## src/rtl/conv_pkg.sv

```systemverilog
// Shared convolution-datapath definitions: default pixel/kernel sizes, window
// bit-offset helper and the window generator's state encodings.
package conv_pkg;

    localparam int CONV_DATA_WIDTH  = 8;
    localparam int CONV_KERNEL_SIZE = 3;

    typedef enum logic [1:0] {
        S_FILL  = 2'd0,
        S_RUN   = 2'd1,
        S_DRAIN = 2'd2
    } conv_state_e;

    // Bit offset of window element (i,j) in a flattened K*K window.
    function automatic int idx(input int i, input int j,
                               input int k  = CONV_KERNEL_SIZE,
                               input int dw = CONV_DATA_WIDTH);
        return (i * k + j) * dw;
    endfunction

endpackage

```

## src/rtl/conv_line_buffer.sv

```systemverilog
// DEPTH-cycle pixel delay line advanced only on en; DEPTH-1 RAM words plus
// the registered read port make up the full delay.
module conv_line_buffer #(
    parameter int DATA_WIDTH = 8,
    parameter int DEPTH      = 8
) (
    input  logic                  clk,
    input  logic                  rstn,
    input  logic                  en,
    input  logic [DATA_WIDTH-1:0] din,
    output logic [DATA_WIDTH-1:0] dout
);

    localparam int MEM_DEPTH = DEPTH - 1;
    localparam int AW        = (MEM_DEPTH > 1) ? $clog2(MEM_DEPTH) : 1;
    localparam logic [AW-1:0] PTR_LAST = AW'(MEM_DEPTH - 1);

    logic [DATA_WIDTH-1:0] mem [MEM_DEPTH];
    logic [DATA_WIDTH-1:0] dout_q;
    logic [AW-1:0]         ptr_q;
    logic [AW-1:0]         ptr_d;

    always_comb begin
        ptr_d = ptr_q;
        if (en) begin
            ptr_d = (ptr_q == PTR_LAST) ? '0 : ptr_q + AW'(1);
        end
    end

    always_ff @(posedge clk or negedge rstn) begin
        if (!rstn) begin
            ptr_q <= '0;
        end else begin
            ptr_q <= ptr_d;
        end
    end

    // Read-before-write on the same word: dout picks up the oldest entry.
    always_ff @(posedge clk) begin
        if (en) begin
            dout_q      <= mem[ptr_q];
            mem[ptr_q]  <= din;
        end
    end

    assign dout = dout_q;

endmodule

```

## src/rtl/conv_window_gen.sv

```systemverilog
// Raster pixel stream to flattened KxK sliding windows (stride 1, no padding)
// on an AXI-Stream master with a one-deep output register.
module conv_window_gen
    import conv_pkg::*;
#(
    parameter int DATA_WIDTH  = CONV_DATA_WIDTH,
    parameter int KERNEL_SIZE = CONV_KERNEL_SIZE,
    parameter int IMG_WIDTH   = 8,
    parameter int IMG_HEIGHT  = 8
) (
    input  logic                                      clk,
    input  logic                                      rstn,
    input  logic                                      s_tvalid,
    input  logic [DATA_WIDTH-1:0]                     s_tdata,
    input  logic                                      s_tlast,
    output logic                                      s_tready,
    output logic                                      m_tvalid,
    output logic [DATA_WIDTH*KERNEL_SIZE*KERNEL_SIZE-1:0] m_tdata,
    output logic                                      m_tlast,
    input  logic                                      m_tready,
    output logic                                      frame_done,
    output logic                                      err_tlast
);

    localparam int K     = KERNEL_SIZE;
    localparam int WIN_W = DATA_WIDTH * K * K;
    localparam int CW    = $clog2((IMG_WIDTH > IMG_HEIGHT) ? IMG_WIDTH : IMG_HEIGHT) + 1;
    localparam logic [CW-1:0] COL_LAST = CW'(IMG_WIDTH - 1);
    localparam logic [CW-1:0] ROW_LAST = CW'(IMG_HEIGHT - 1);
    localparam logic [CW-1:0] ROW_FILL = CW'(K - 2);
    localparam logic [CW-1:0] EDGE     = CW'(K - 1);

    conv_state_e state_q, state_d;
    logic [CW-1:0]    row_q, row_d;
    logic [CW-1:0]    col_q, col_d;
    logic             rdy_en_q, rdy_en_d;
    logic             m_tvalid_q, m_tvalid_d;
    logic [WIN_W-1:0] m_tdata_q, m_tdata_d;
    logic             m_tlast_q, m_tlast_d;
    logic             err_q, err_d;
    logic             frame_done_c;

    logic accept;
    logic m_hs;
    logic at_last;
    logic emit;
    logic load;

    logic [DATA_WIDTH-1:0] tap     [K-1];
    logic [DATA_WIDTH-1:0] col_new [K];
    logic [DATA_WIDTH-1:0] win_q   [K][K];
    logic [DATA_WIDTH-1:0] win_d   [K][K];
    logic [WIN_W-1:0]      win_flat;

    assign s_tready = rdy_en_q && (state_q != S_DRAIN) && (!m_tvalid_q || m_tready);
    assign accept   = s_tvalid && s_tready;
    assign m_hs     = m_tvalid_q && m_tready;
    assign at_last  = (row_q == ROW_LAST) && (col_q == COL_LAST);
    assign emit     = (row_q >= EDGE) && (col_q >= EDGE);
    assign load     = accept && emit;

    // Cascaded line buffers: tap[0] is the pixel one row up, tap[K-2] is K-1 rows up.
    for (genvar gi = 0; gi < K - 1; gi++) begin : g_lb
        logic [DATA_WIDTH-1:0] lb_din;
        if (gi == 0) begin : g_first
            assign lb_din = s_tdata;
        end else begin : g_casc
            assign lb_din = tap[gi-1];
        end
        conv_line_buffer #(
            .DATA_WIDTH (DATA_WIDTH),
            .DEPTH      (IMG_WIDTH)
        ) u_lb (
            .clk  (clk),
            .rstn (rstn),
            .en   (accept),
            .din  (lb_din),
            .dout (tap[gi])
        );
    end

    for (genvar gi = 0; gi < K; gi++) begin : g_col
        if (gi == K - 1) begin : g_cur
            assign col_new[gi] = s_tdata;
        end else begin : g_tap
            assign col_new[gi] = tap[K-2-gi];
        end
    end

    always_comb begin
        for (int i = 0; i < K; i++) begin
            for (int j = 0; j < K; j++) begin
                win_d[i][j] = win_q[i][j];
            end
        end
        if (accept) begin
            for (int i = 0; i < K; i++) begin
                for (int j = 0; j < K - 1; j++) begin
                    win_d[i][j] = win_q[i][j+1];
                end
                win_d[i][K-1] = col_new[i];
            end
        end
    end

    for (genvar gi = 0; gi < K; gi++) begin : g_pack_row
        for (genvar gj = 0; gj < K; gj++) begin : g_pack_col
            localparam int OFS = idx(gi, gj, K, DATA_WIDTH);
            assign win_flat[OFS +: DATA_WIDTH] = win_d[gi][gj];
        end
    end

    always_comb begin
        rdy_en_d   = 1'b1;
        row_d      = row_q;
        col_d      = col_q;
        m_tvalid_d = m_tvalid_q;
        m_tdata_d  = m_tdata_q;
        m_tlast_d  = m_tlast_q;
        err_d      = err_q;
        if (accept) begin
            if (col_q == COL_LAST) begin
                col_d = '0;
                row_d = (row_q == ROW_LAST) ? '0 : row_q + CW'(1);
            end else begin
                col_d = col_q + CW'(1);
            end
            if (s_tlast != at_last) begin
                err_d = 1'b1;
            end
        end
        // A freshly loaded window takes priority over retiring the old one.
        if (load) begin
            m_tvalid_d = 1'b1;
            m_tdata_d  = win_flat;
            m_tlast_d  = at_last;
        end else if (m_hs) begin
            m_tvalid_d = 1'b0;
            m_tlast_d  = 1'b0;
        end
    end

    always_comb begin
        state_d      = state_q;
        frame_done_c = 1'b0;
        case (state_q)
            S_FILL: begin
                if (accept && (row_q == ROW_FILL) && (col_q == COL_LAST)) begin
                    state_d = S_RUN;
                end
            end
            S_RUN: begin
                if (accept && at_last) begin
                    state_d = S_DRAIN;
                end
            end
            S_DRAIN: begin
                if (m_hs && m_tlast_q) begin
                    state_d      = S_FILL;
                    frame_done_c = 1'b1;
                end
            end
            default: state_d = S_FILL;
        endcase
    end

    always_ff @(posedge clk or negedge rstn) begin
        if (!rstn) begin
            state_q    <= S_FILL;
            row_q      <= '0;
            col_q      <= '0;
            rdy_en_q   <= 1'b0;
            m_tvalid_q <= 1'b0;
            m_tdata_q  <= '0;
            m_tlast_q  <= 1'b0;
            err_q      <= 1'b0;
        end else begin
            state_q    <= state_d;
            row_q      <= row_d;
            col_q      <= col_d;
            rdy_en_q   <= rdy_en_d;
            m_tvalid_q <= m_tvalid_d;
            m_tdata_q  <= m_tdata_d;
            m_tlast_q  <= m_tlast_d;
            err_q      <= err_d;
        end
    end

    // Window contents never leave the block unqualified, so no reset needed.
    always_ff @(posedge clk) begin
        for (int i = 0; i < K; i++) begin
            for (int j = 0; j < K; j++) begin
                win_q[i][j] <= win_d[i][j];
            end
        end
    end

    assign m_tvalid   = m_tvalid_q;
    assign m_tdata    = m_tdata_q;
    assign m_tlast    = m_tlast_q;
    assign frame_done = frame_done_c;
    assign err_tlast  = err_q;

endmodule

```

## config.mk

```make
export PLATFORM = sky130hd
export DESIGN_NAME = conv_window_gen
export DESIGN_NICKNAME = d
export VERILOG_FILES = /design/src/rtl/conv_pkg.sv /design/src/rtl/conv_line_buffer.sv /design/src/rtl/conv_window_gen.sv
export SDC_FILE = /design/constraint.sdc
export NUM_CORES = 1
export LEC_CHECK = 0
export BUFFER_PORTS_ARGS = -buffer_cell sky130_fd_sc_hd__buf_2
export CAP_MARGIN = 5
export CORE_ASPECT_RATIO = 1.1
export CORE_UTILIZATION = 25
export DETAILED_ROUTE_END_ITERATION = 10
export PLACE_DENSITY = 0.51
export SLEW_MARGIN = 20
export SYNTH_ARGS = -nofsm -noshare
export SYNTH_HDL_FRONTEND = slang
export SYNTH_HIERARCHICAL = 1
export SYNTH_SLANG_ARGS = --single-unit
```

## constraint.sdc

```tcl
create_clock -name clk -period 3.8 [get_ports clk]
set_clock_uncertainty 0.1 [all_clocks]
set_input_delay 0.19 -clock clk [delete_from_list [all_inputs] [get_ports clk]]
set_output_delay 0.19 -clock clk [all_outputs]
set_load 0.005 [all_outputs]
```

-- Yosys cells after proc, flatten, opt, wreduce, memory -nomap -nowiden
Memory sizes are Yosys's and may differ from the RTL's. A register that Yosys moved wholly into a read port is not among the register bits.
Cells that the tools add are included.
- add/sub/neg operators: 4
- $mul: 0
- divide/modulo/power cells: 0
- $lt $le $gt $ge: 2
- eq/ne operators: 12
- shift-type cells: 0
- muxes and demuxes: 16
- bitwise operators: 0
- reductions and logical operators: 18
- operators with widths (kind ; number):
    $mux 72 ; 1
    $logic_and 1x1->1 ; 11
    $add 4x1->4 const B ; 2
    $eq 4x3->1 const B ; 2
    $ge 4x2->1 const B ; 2
    $mux 4 ; 2
    $ne 2x2->1 const B ; 4
    $mux 1 ; 7
    $add 3x1->3 const B ; 2
    $eq 3x3->1 const B ; 2
    $mux 2 ; 3
    $mux 3 ; 2
    $pmux 2 s3 ; 1
    $eq 4x1->1 const B ; 1
    $reduce_and 2->1 ; 2
    $reduce_and 3->1 ; 1
    $eq 2x1->1 const B ; 1
    $eq 2x2->1 const B ; 1
    $logic_not 2->1 ; 1
    $reduce_bool 2->1 ; 1
    $logic_not 1->1 ; 1
    $logic_or 1x1->1 ; 1
    $ne 1x1->1 ; 1
- flip-flop bits (word level): 92
- bits in latches: 0
- RAM bits: 184
- memory bits (read-only): 0
- bits of input ports: 13
- output and inout port bits: 77
- logic and storage cells: 65
- memories kept: 3
- memory list (memory ; words ; bits a word ; rd ports ; clocked after memory_dff ; wr ports ; RTL line ; RTL):
    win_q ; 3 ; 24 ; 3 ; 0 ; 3 ; conv_window_gen.sv:51 ; logic [DATA_WIDTH-1:0] win_q [K][K];
    g_lb[0].u_lb.mem ; 7 ; 8 ; 1 ; 1 ; 1 ; conv_line_buffer.sv:18 ; logic [DATA_WIDTH-1:0] mem [MEM_DEPTH];
    g_lb[1].u_lb.mem ; 7 ; 8 ; 1 ; 1 ; 1 ; conv_line_buffer.sv:18 ;

-- Logic depth before layout (Yosys ltp)
- depth in word-level cells: 8
- gate-level depth with buffers: 8
- depth with buffers taken out: 6

-- By module
The synthesis kept the hierarchy.
- modules (own cells, without submodules) (module ; times used ; cells an instance ; area each (µm²) ; sequential area each (µm²)):
    conv_window_gen ; 1 ; 325 ; 5191.2 ; 3113.0
    conv_line_buffer at g_lb[1].u_lb ; 1 ; 147 ; 2695.1 ; 1996.9
    conv_line_buffer at g_lb[0].u_lb ; 1 ; 147 ; 2693.8 ; 1996.9

-- Least setup slack after synthesis
Ideal clock, no wire load.
- path kind: flip-flop to flip-flop
- from: register state_q[1]
- to: memory g_lb[1].u_lb.mem[0][0], enable pin
- library setup time: 383 ps
- arrival: 2120 ps
- required time: 3317 ps
- path slack: 1197 ps
- stages on the path, launching flop included: 7
- path buffers: 2
- clock period less this slack: 2603 ps
- cells stage by stage: dfrtp_1 > nor2b_2 > nor3b_2 > buf_4 > buf_2 > nand2b_1 > nor3_1
- word-level cells in the longest chain between the ends: 6
- ends and longest elaborated chain (what ; RTL line ; RTL):
    from (decl) ; conv_window_gen.sv:33 ; conv_state_e state_q, state_d;
    from (signal assigned) ; conv_window_gen.sv:178 ; state_q <= state_d;
    $ne 2x2->1 ; conv_window_gen.sv:55 ; assign s_tready = rdy_en_q && (state_q != S_DRAIN) && (!m_tvalid_q || m_tready);
    $logic_and 1x1->1 (2 in series) ; conv_window_gen.sv:55 ;
    $logic_and 1x1->1 ; conv_window_gen.sv:56 ; assign accept = s_tvalid && s_tready;
    via accept ; conv_window_gen.sv:43 ; logic accept;
    $mux 1 ; conv_line_buffer.sv:40 ; if (en) begin
    $mux 1 (not written as such) ; conv_line_buffer.sv:42 ; mem[ptr_q] <= din;
    to (decl) ; conv_line_buffer.sv:18 ;
The timed path passes the listed nets, and every way through them passes these cells.

-- Worst setup path in the final report
- from: register m_tvalid_q (netlist: m_tvalid)
- to: register m_tdata_q[17] (netlist: m_tdata[17])
- word-level cells in the longest chain between the ends: 5
- elaborated cells on any way between the ends: 6
- those cells by class: mux: 1; reduce/logical: 5
- ends and longest elaborated chain (what ; RTL line ; RTL):
    from (decl) ; conv_window_gen.sv:37 ; logic m_tvalid_q, m_tvalid_d;
    from (signal assigned) ; conv_window_gen.sv:182 ; m_tvalid_q <= m_tvalid_d;
    $logic_not 1->1 * ; conv_window_gen.sv:55 ;
    $logic_or 1x1->1 * ; conv_window_gen.sv:55 ;
    $logic_and 1x1->1 * ; conv_window_gen.sv:55 ;
    $logic_and 1x1->1 * ; conv_window_gen.sv:56 ;
    $mux 72 / $logic_and 1x1->1 (equally long branches) ; conv_window_gen.sv:96, conv_window_gen.sv:60 ;
    to (signal assigned) ; conv_window_gen.sv:183 ; m_tdata_q <= m_tdata_d;
    to (decl) ; conv_window_gen.sv:38 ; logic [WIN_W-1:0] m_tdata_q, m_tdata_d;
Mark *: on every way between the ends. The rest lies on a longest branch, timed or not.
A chain may end at the register's enable or synchronous reset.

==> out/results.env <==
CRIT_BUF_INV=1
POSTCTSSETUPBUFFERS=0
FINALCOREUTILIZATION=0.3056
GATE_COUNT_OF_THE_MAPPED_NETLIST=619
TIMING.HOLD.WORST.CLASS='in2reg'
INITIAL_CORE_UTIL=0.2551
MAX_FREQ_MHz=383.4
FLOORPLAN.ROWS=78
POST_SYNTH_FA_HA_MAJ_AREA_FRACTION=0.005913
SETUP_VIOL=0
H-TREE-DEPTH=1
POSTSYNTH.ASYNCRESETSHARE=0.3433
SYN_AREA_PER_CELL_UM2=17.09
WORSTSKEWPAIRLATENCY_PS=550
IRDROPWORSTVDD_uV=391.2
TRANSITION_AT_THE_PIN_WITH_THE_SMALLEST_MAX_TRANSITION_SLACK_PS=877.0
SYNTH.AREA.MUX_SHARE=0.2041
CTS_ROOT_BUFFER='clkbuf_16'
CRITICAL_PATH.CELL_CHAIN='nand2b_1, nor3b_4, nand2_4, buf_12, mux2_4'
CRITICAL-PATH-SLOWEST-CELL='nand2_4'
CTS_RESIZED=0
TIMING.SLEW.HEADROOM=0.4131
TRITONCTS='built'
POST_SYNTH_NUM_CELL_TYPES=43
POST_ROUTE_SETUP_TNS_PS=0
LEAKAGEPOWER_nW=5.063
NUMBER_OF_PORTS_PLACED_ON_THE_DIE_BOUNDARY=90
INITIAL_ANTENNA_VIOLATION_COUNT=0
POST_SYNTH_INSTANCE_AREA_UM2=10580
PORTION_OF_THE_POST_SYNTHESIS_AREA_USED_BY_SEQUENTIAL_ELEMENTS=0.6717
GRT_START_MAX_NET_PINS=70
POWER_PER_CELL_AREA_nW_PER_UM2=798.0
TIMING.FINAL.WS_SETUP_PS=1192
DP_HPWL_UM=13820
PLACE.PORT_BUFFERS=89
AVGVIACOUNTPERCELL=4.095
ANTENNA_CELLS_INSERTED=0
CTS_HOLD_REPAIR.BUFFERS=11
SYNTH_EDF_COUNT=128
DIE_Y_UM=217.8
WIRE_LENGTH_OF_THE_FIRST_GLOBAL_ROUTING_PASS_UM=33730
TIMING.SETUP.CRITICAL_PATH_CLASS='reg2reg'
SYNTH_FP_NETS=637
CLKSINKCOUNT=268
ENDPOINT_KIND='flip-flop'
CP_TOP_FAMILY='simple AND/OR/NAND/NOR gates'
ROUTE.FINAL.WIRE_LENGTH_UM=21510
RSZ0062_AT_GRT='no'
POST_ROUTE_CELLS_DRIVE_ABOVE_1_SHARE=0.4115
GROWTH_OF_DESIGN_AREA_FROM_SYNTHESIS_TO_FINISH_PCT=19.82
FIRST_PASS_ITERS=4
CLK_PIN_SLEW_WORST_SETUP_HOLD_PATHS_PS=60
NUMBER_OF_GLOBAL_ROUTE_VIAS_BEFORE_REPAIR=5614
DOMINANTREGCELLSYNTH='edfxtp_1'
REPORT.FINAL.SLEW_VIOL_COUNT=0
DETAIL-ROUTE-ANTENNA-NETS=0
CTS_INSERTED_BUFFERS=30
CORE-AREA_UM2=41480
GLOBALPLACE.CONGESTION=0.6982
TIMING.MAX_CAP.VIOLATIONS=0
WORST-PATH-STAGES=5
SYNTH_TOP_FAMILY_BY_AREA='multiplexers'
TIMING.HOLD.WORST_PATH_DEPTH=5
WORSTSETUPSTARTPOINTTYPE='flip-flop'
SYNTH_SIMPLE_GATE_AREA_SHARE=0.04293
GRT_REMAINING_OVERFLOW=0
WL_PER_CELL_UM=16.41
FINALNETCOUNT=746
XOR_XNOR_SHARE_OF_THE_SYNTHESIZED_AREA=0.002483
DIEWIDTH_UM=198.1
DRT_ITER0_MARKERS=229
R2R.WORST_PATH.CELLS=5
HOLD_START='s_tvalid'
WORST-ENDPOINT-REQUIRED_PS=4120
YS_WARN_COUNT=6
TIMING.CRITICAL_PATH.ARRIVAL_PS=2920
TIMING.FINAL.HOLD_VIOLATIONS=0
MAX_STAGE_DELAY_PS=560
DRT_DRC_VIOLATIONS_LEFT=0
SYNTH-COMPOUND-AREA-SHARE=0.04376
CTS.PATH.MAX_BUFFERS=3
DIE_AREA_UM2=43150
DPL_WORST_SLACK_PS=1157
WORST_SETUP_PATH_STARTPOINT='m_tvalid'
NUM-FILL-CELLS=4140
POST-ROUTE-MIN-PERIOD_PS=2608
R2R-START='m_tvalid'
STATUS='complete, no violations'
GR-USAGE-ALL-LAYERS=0.1021
SYNTH.FF_LATCH_COUNT=268
DR_TOTAL_VIAS=5369
FINAL.PERIOD_UTILIZATION=0.6863
CP_MAX_FO=37
-- cell families (layout without fill, tap and decap cells) --
logic type / Yosys count / after routing
simple gates: 82 / 82
compound gates: 46 / 46
other cells: 1 / 1
fa+ha+maj: 5 / 5
mux: 173 / 173
buf+inv: 41 / 173
flops: 268 / 268
xor+xnor: 3 / 3
-- cells in the mapped netlist (3+ instances only) --
cell type / instances / share of area
a21o_1: 3 / 0.0021
buf_2: 15 / 0.0071
buf_4: 3 / 0.0021
buf_6: 11 / 0.012
clkbuf_2: 4 / 0.0019
dfrtp_1: 92 / 0.22
dfxtp_1: 48 / 0.091
edfxtp_1: 128 / 0.36
ha_1: 5 / 0.0059
inv_1: 6 / 0.0021
mux2_2: 70 / 0.075
mux2_4: 68 / 0.096
mux2i_1: 35 / 0.033
nand2_1: 17 / 0.0060
nand2b_1: 26 / 0.015
nand3_1: 3 / 0.0014
nor2_1: 15 / 0.0053
nor3_1: 4 / 0.0019
nor4_1: 3 / 0.0018
o211ai_1: 6 / 0.0043
o211ai_2: 10 / 0.012
o21ai_0: 4 / 0.0019
o221ai_1: 6 / 0.0050
o221ai_2: 10 / 0.014
-- final timing paths --
check | to | slack [ps]
min | row_q[1] | 90
max reg2reg | m_tdata[17] | 1190
max | m_tdata[17] | 1190
min reg2reg | err_tlast | 360
max in group asynchronous | m_tdata[59] | 2620
min in group asynchronous | m_tdata[42] | 150
-- layer usage --
layer | part of all wire | routed length [um] | track usage
met2 | 0.49 | 10540 | 0.1703
met5 | 0 | 0 | 0
met4 | 0.016 | 340 | 0.02997
met1 | 0.44 | 9461 | 0.1290
met3 | 0.054 | 1167 | 0.02645
-- per-stage QoR --
step / std cells / hold WS [ps] / power, mW / cell area [um2]
floorplan: 619 / -205.6 / 6.424 / 10580
global placement: 1245 / 347.2 / 7.312 / 11560
detailed placement: 1245 / 353.0 / 7.341 / 11560
CTS: 1311 / 58.94 / 10.31 / 12670
global route: 1311 / 124.4 / 10.73 / 12680
finish: 1311 / 85.82 / 10.12 / 12680
-- worst min-delay path: stages --
cell,delay (ps)
buf_2,100
nand2_1,160
nor4b_4,110
nor2_1,80
a21oi_1,50
-- area by class of cell --
class / count / area, um2 / share of cell area
clock buffers: 43 / 865.8 / 0.06830
clock inverters: 12 / 136.4 / 0.01076
inverters: 6 / 22.52 / 0.001777
multi-input cells: 310 / 3181 / 0.2509
flip-flops and latches: 268 / 7107 / 0.5606
well taps: 560 / 700.7 / 0.05527
repair buffers: 112 / 664.4 / 0.05241
-- power by group --
| part | switching (mW) | total, mW | internal [mW] |
|---|---|---|---|
| combinational | 1.06 | 2.57 | 1.51 |
| sequential | 0.694 | 4.65 | 3.96 |
| clock | 1.11 | 2.89 | 1.78 |
| total | 2.87 | 10.1 | 7.25 |
-- layout by cell type, fill, tap and decap left out, types with 10 or more instances in the layout --
cell type,instances
mux2i_1,35
mux2_2,70
o221ai_2,10
o211ai_2,10
nand2b_1,26
dlygate4sd3_1,11
dfxtp_1,48
nor2_1,15
buf_4,11
clkbuf_16,32
nand2_1,17
buf_2,88
dfrtp_1,92
edfxtp_1,128
mux2_4,68
-- state kept, by name, summed over array words and instances (netlist names), 2 cells and up --
signal,count
g_lb.u_lb/mem,112
m_tdata,72
win_q,48
g_lb.u_lb/dout,16
g_lb.u_lb/ptr_q,6
col_q,4
row_q,4
state_q,2
Power figures use the tool's default switching activity.
